## config.mk

```make
export PLATFORM = sky130hd
export DESIGN_NAME = eth_tx_framer
export DESIGN_NICKNAME = d
export VERILOG_FILES = /design/src/rtl/eth_tx_framer.sv
export SDC_FILE = /design/constraint.sdc
export NUM_CORES = 1
export LEC_CHECK = 0
export ABC_AREA = 1
export CORE_MARGIN = 1
export CORE_UTILIZATION = 25
export DETAILED_ROUTE_END_ITERATION = 12
export DONT_BUFFER_PORTS = 1
export SLEW_MARGIN = 10
export SYNTH_ARGS = -nofsm -noshare
export SYNTH_HDL_FRONTEND = slang
export SYNTH_SLANG_ARGS = --single-unit
```

## constraint.sdc

```tcl
create_clock -name clk -period 5.9 [get_ports clk]
set_input_delay 0.885 -clock clk [delete_from_list [all_inputs] [get_ports clk]]
set_output_delay 0.885 -clock clk [all_outputs]
set_load 0.01 [all_outputs]
```

## src/rtl/eth_tx_framer.sv

```systemverilog
// eth_tx_framer: wraps a valid/ready byte stream into a complete Ethernet frame
// (preamble, SFD, payload, zero pad, CRC-32 FCS) and enforces the inter-frame gap.
// The state register names the byte the *next* clock edge will put on tx_data.
// This lets s_ready go high in the same cycle that the SFD is on the wire, so the
// first payload byte follows the SFD with no gap.
module eth_tx_framer #(
  parameter int PREAMBLE_LEN = 7,
  parameter int MIN_FRAME    = 60,
  parameter int IFG_BYTES    = 12
) (
  input  logic       clk,
  input  logic       rst,
  input  logic [7:0] s_data,
  input  logic       s_valid,
  input  logic       s_last,
  output logic       s_ready,
  output logic       tx_en,
  output logic [7:0] tx_data,
  output logic       busy,
  output logic       frame_done,
  output logic       underrun
);

  localparam logic [7:0]  PRE_LAST  = 8'(PREAMBLE_LEN - 1);
  localparam logic [15:0] MIN_LEN   = 16'(MIN_FRAME);
  localparam logic [15:0] IFG_LAST  = 16'(IFG_BYTES);
  localparam logic [31:0] CRC_POLY  = 32'hEDB88320;
  localparam logic [31:0] CRC_INIT  = 32'hFFFFFFFF;
  localparam logic [7:0]  BYTE_PRE  = 8'h55;
  localparam logic [7:0]  BYTE_SFD  = 8'hD5;

  typedef enum logic [2:0] {
    ST_IDLE,
    ST_PRE,
    ST_SFD,
    ST_DATA,
    ST_PAD,
    ST_FCS,
    ST_IFG
  } state_t;

  state_t      state_q;
  logic [7:0]  pre_cnt_q;
  logic [15:0] byte_cnt_q;
  logic [15:0] ifg_cnt_q;
  logic [1:0]  fcs_idx_q;
  logic [31:0] crc_q;
  logic        tx_en_q;
  logic [7:0]  tx_data_q;
  logic        frame_done_q;
  logic        underrun_q;

  logic [15:0] byte_cnt_d;
  logic [31:0] crc_data_d;
  logic [31:0] crc_pad_d;
  logic [31:0] fcs_w;

  // Reflected CRC-32 update for one byte, LSB first.
  function automatic logic [31:0] crc_byte(input logic [31:0] crc_in, input logic [7:0] b);
    logic [31:0] c;
    c = crc_in ^ {24'h000000, b};
    for (int i = 0; i < 8; i++) begin
      c = c[0] ? ((c >> 1) ^ CRC_POLY) : (c >> 1);
    end
    return c;
  endfunction

  // Next values for the counter and the CRC, shared by the DATA and PAD branches.
  always_comb begin
    byte_cnt_d = (byte_cnt_q == 16'hFFFF) ? byte_cnt_q : (byte_cnt_q + 16'd1);
    crc_data_d = crc_byte(crc_q, s_data);
    crc_pad_d  = crc_byte(crc_q, 8'h00);
  end

  assign fcs_w      = ~crc_q;
  assign s_ready    = (state_q == ST_DATA);
  assign busy       = (state_q != ST_IDLE);
  assign tx_en      = tx_en_q;
  assign tx_data    = tx_data_q;
  assign frame_done = frame_done_q;
  assign underrun   = underrun_q;

  // Framing FSM with registered wire outputs.
  always_ff @(posedge clk or posedge rst) begin
    if (rst) begin
      state_q      <= ST_IDLE;
      pre_cnt_q    <= 8'd0;
      byte_cnt_q   <= 16'd0;
      ifg_cnt_q    <= 16'd0;
      fcs_idx_q    <= 2'd0;
      crc_q        <= CRC_INIT;
      tx_en_q      <= 1'b0;
      tx_data_q    <= 8'h00;
      frame_done_q <= 1'b0;
      underrun_q   <= 1'b0;
    end else begin
      frame_done_q <= 1'b0;
      underrun_q   <= 1'b0;
      case (state_q)
        ST_IDLE: begin
          tx_en_q   <= 1'b0;
          tx_data_q <= 8'h00;
          if (s_valid) begin
            // First preamble byte goes out now; nothing is consumed yet.
            tx_en_q   <= 1'b1;
            tx_data_q <= BYTE_PRE;
            pre_cnt_q <= 8'd1;
            state_q   <= (PREAMBLE_LEN > 1) ? ST_PRE : ST_SFD;
          end
        end
        ST_PRE: begin
          tx_en_q   <= 1'b1;
          tx_data_q <= BYTE_PRE;
          pre_cnt_q <= pre_cnt_q + 8'd1;
          if (pre_cnt_q == PRE_LAST) begin
            state_q <= ST_SFD;
          end
        end
        ST_SFD: begin
          tx_en_q    <= 1'b1;
          tx_data_q  <= BYTE_SFD;
          byte_cnt_q <= 16'd0;
          crc_q      <= CRC_INIT;
          state_q    <= ST_DATA;
        end
        ST_DATA: begin
          if (s_valid) begin
            tx_en_q    <= 1'b1;
            tx_data_q  <= s_data;
            byte_cnt_q <= byte_cnt_d;
            crc_q      <= crc_data_d;
            if (s_last) begin
              fcs_idx_q <= 2'd0;
              state_q   <= (byte_cnt_d < MIN_LEN) ? ST_PAD : ST_FCS;
            end
          end else begin
            // Source starved mid-frame: truncate with no FCS. The first IFG cycle
            // is already idle on the wire, so the gap counter starts one step ahead.
            tx_en_q    <= 1'b0;
            tx_data_q  <= 8'h00;
            underrun_q <= 1'b1;
            ifg_cnt_q  <= 16'd1;
            state_q    <= ST_IFG;
          end
        end
        ST_PAD: begin
          tx_en_q    <= 1'b1;
          tx_data_q  <= 8'h00;
          byte_cnt_q <= byte_cnt_d;
          crc_q      <= crc_pad_d;
          if (byte_cnt_d >= MIN_LEN) begin
            fcs_idx_q <= 2'd0;
            state_q   <= ST_FCS;
          end
        end
        ST_FCS: begin
          tx_en_q   <= 1'b1;
          tx_data_q <= fcs_w[{fcs_idx_q, 3'b000} +: 8];
          fcs_idx_q <= fcs_idx_q + 2'd1;
          if (fcs_idx_q == 2'd3) begin
            frame_done_q <= 1'b1;
            // The first IFG cycle still shows the last FCS byte, hence counting from 0.
            ifg_cnt_q    <= 16'd0;
            state_q      <= ST_IFG;
          end
        end
        ST_IFG: begin
          tx_en_q   <= 1'b0;
          tx_data_q <= 8'h00;
          if (ifg_cnt_q >= IFG_LAST) begin
            state_q <= ST_IDLE;
          end else begin
            ifg_cnt_q <= ifg_cnt_q + 16'd1;
          end
        end
        default: begin
          state_q   <= ST_IDLE;
          tx_en_q   <= 1'b0;
          tx_data_q <= 8'h00;
        end
      endcase
    end
  end

endmodule

```

==> metrics.yaml <==
synth-edff-count: 0
yosys_most_used_dff: "dfrtp_1"
syn_nets: 892
nets: 878
antenna_cells: 0
clock_latency_ns: 0.36
antenna_found_initial: 0
power_leakage_nw: 3.159
drc_errors: 0
setup_viol: 0
worstRegToRegCells: 8
power_density_mw_per_mm2: 669.7
grt-ovfl-total: 0
drt_iter0_markers: 417
dp.cells: 1179
worst_slew_margin_rel_pct: 39.32
synthTopCellsByArea: "dfrtp_1 21%, dfstp_2 13%, nand2_1 11%"
port_buffers: 0
yosys-top-cells-count: "195 x nand2_1, 113 x inv_1, 84 x nor2_1, 64 x xor2_1, 58 x o21ai_0"
drive_above_1_share_pct: 11.45
synth-seq-cells: 88
ys_warn_count: 0
post_cts_resized: 0
grt_max_degree: 52
grt_pass1_wl_um: 29610
cts_max_level: 3
fin_crit_ns: 3.124
rsz0062_at_grt: "no"
cap_violations: 0
yosysTopAreaCell: "dfrtp_1"
crit_path_frequent_cell: "buf_4"
dp_hpwl_um: 12930
required_ns: 6.18
vias: 5754
avgViaCountPerCell: 4.815
firstDrtPassIters: 5
crit_fanout: 33
numCtsBuffers: 9
clkTransAtPathRegs_ns: 0.07
dp_slack_ns: 2.835
yosysMostFrequentCell: "nand2_1"
status: "finished, final reports clean"
cts_root_buf: "clkbuf_16"
fin_setup_tns_ns: 0
cp.depth: 8
setup_ws_ns: 2.776
cp-end-kind: "register"
drtAntennaViolNets: 0
synthToLayoutAreaGrowth_pct: 8.327
gr-usage-all-layers_pct: 14.25
crit_buf_inv: 3
max_stage_delay_ns: 0.62
ctsHoldBuffers: 0
hp-class: "primary input to async pin"
post_cts.repair.setup_buffers: 0
worst_slew_pin_slew_ns: 0.9081
synthCells: 874
place_area_mm2: 0.006798
worstPathCellList: "nor3_4 > buf_4 > nand2_2 > nand2_1 > buf_4 > clkinv_1 > nor4_1 > a22oi_2"
synth_top_area_share_pct: 21.39
grtUsageMet2_pct: 22.67
yosysSeqAreaShare_pct: 34.22
path_class: "register to register"
wl_per_cell_um: 15.11
die-height_um: 163.9
place_congestion: 0.8640
initial_utilization_pct: 25.72
io_pins: 25
fp.dieW_um: 163.9
core-area_mm2: 0.02547
tritoncts: "done"
finalCritPeriodShare_pct: 52.95
grt_util_met3_pct: 2.197
clock_sinks: 88
start_kind: "register"
path_delay_family: "buffers and inverters"
critPathSlowestCell: "clkinv_1"
synthArstFlopShare_pct: 100.0
grt_pass1_vias: 5403
clock.fmax_mhz: 320.1
finalNonFillerCells: 1195
synth.distinct_cells: 48
arrival_ns: 3.40
syn_area_mm2: 0.006551
clock_path_buffers: 2
slew_viol_final: 0
gr-max-usage-layer: "met2"
synth_area_per_cell_um2: 7.496
final-hold-violation-count: 0
peakVddDrop_uv: 286.4
final_design_area_no_fill_mm2: 0.007097
die_area_mm2: 0.02686
rows: 58
wl_um: 18060
grt_use_met1_pct: 19.30
skew_ns: 0.01110
final cells by class:
cell class	instances	area (um^2)
tap	330	412.9
clock inverter	7	73.82
inverter	123	464.2
clock buffer	9	225.2
sequential	88	2242
fill	2739	18380
timing repair buffer	3	22.52
multi-input combinational	635	3656
metal layers:
layer  up-vias  wire length (um)  share of wire [%]
li1       2791                 -                  -
met1      2726              8295                 46
met2       203              8161                 45
met3        34              1130                6.3
met4         0               476                2.6
met5         -                 0                  0
worst paths after layout:
path | from | end | slack [ns]
max | state_q[2] | crc_q[8] | 2.78
min | rst | fcs_idx_q[1] | 0.43
max reg2reg | state_q[2] | crc_q[8] | 2.78
min reg2reg | ifg_cnt_q[5] | ifg_cnt_q[5] | 0.49
max in group asynchronous | rst | pre_cnt_q[0] | 4.44
min in group clk | ifg_cnt_q[5] | ifg_cnt_q[5] | 0.49
worst reg2reg max path, stage by stage (launching register included):
cell	delay, ns
dfrtp_1	0.46
nor3_4	0.20
buf_4	0.40
nand2_2	0.24
nand2_1	0.12
buf_4	0.38
clkinv_1	0.63
nor4_1	0.53
a22oi_2	0.09
flip-flops by register name, indices dropped and copies added (netlist names), 2 cells and up:
| signal | cells |
|---|---|
| byte_cnt_q | 16 |
| crc_q | 32 |
| fcs_idx_q | 2 |
| ifg_cnt_q | 16 |
| pre_cnt_q | 8 |
| state_q | 3 |
| tx_data | 8 |
power breakdown:
group	switching, W	leakage (nW)	internal (W)
Sequential	0.000343	1.09	0.000906
Clock	0.000283	0.147	0.000300
Combinational	0.00188	1.92	0.00104
Total	0.00251	3.16	0.00224
placed cells by master, fill, tap and decap left out, types with 14 or more instances in the layout:
cell | Yosys | layout
a21oi_1 | 37 | 37
nor2_1 | 84 | 84
inv_1 | 113 | 112
a31oi_1 | 14 | 14
dfrtp_1 | 56 | 56
o21ai_0 | 58 | 58
nand3_1 | 47 | 47
xnor2_1 | 25 | 25
nand2_1 | 195 | 195
nand4_1 | 14 | 14
xor2_1 | 64 | 64
dfstp_2 | 32 | 32
cell families after synthesis:
| kind of cell | share of synthesized area (%) |
|---|---|
| xor gates and xnor gates | 16.48 |
| adders and majority gates | 1.146 |
| buffers and inverters | 9.969 |
| DFF | 34.22 |
| and+or+nand+nor | 24.12 |
| AOI/OAI and AO/OA | 14.06 |
per-stage QoR:
stage | hold slack (ns) | util (%) | total power [W]
global route | 0.4613 | 27.86 | 0.005145
CTS | 0.4396 | 27.86 | 0.004718
floorplan | 0.4603 | - | 0.003478
detailed placement | 0.4857 | 26.69 | 0.004108
finish | 0.4297 | 27.86 | 0.004753
global placement | 0.4829 | 26.69 | 0.004080
Note: power is estimated with default switching activity, not from simulation.
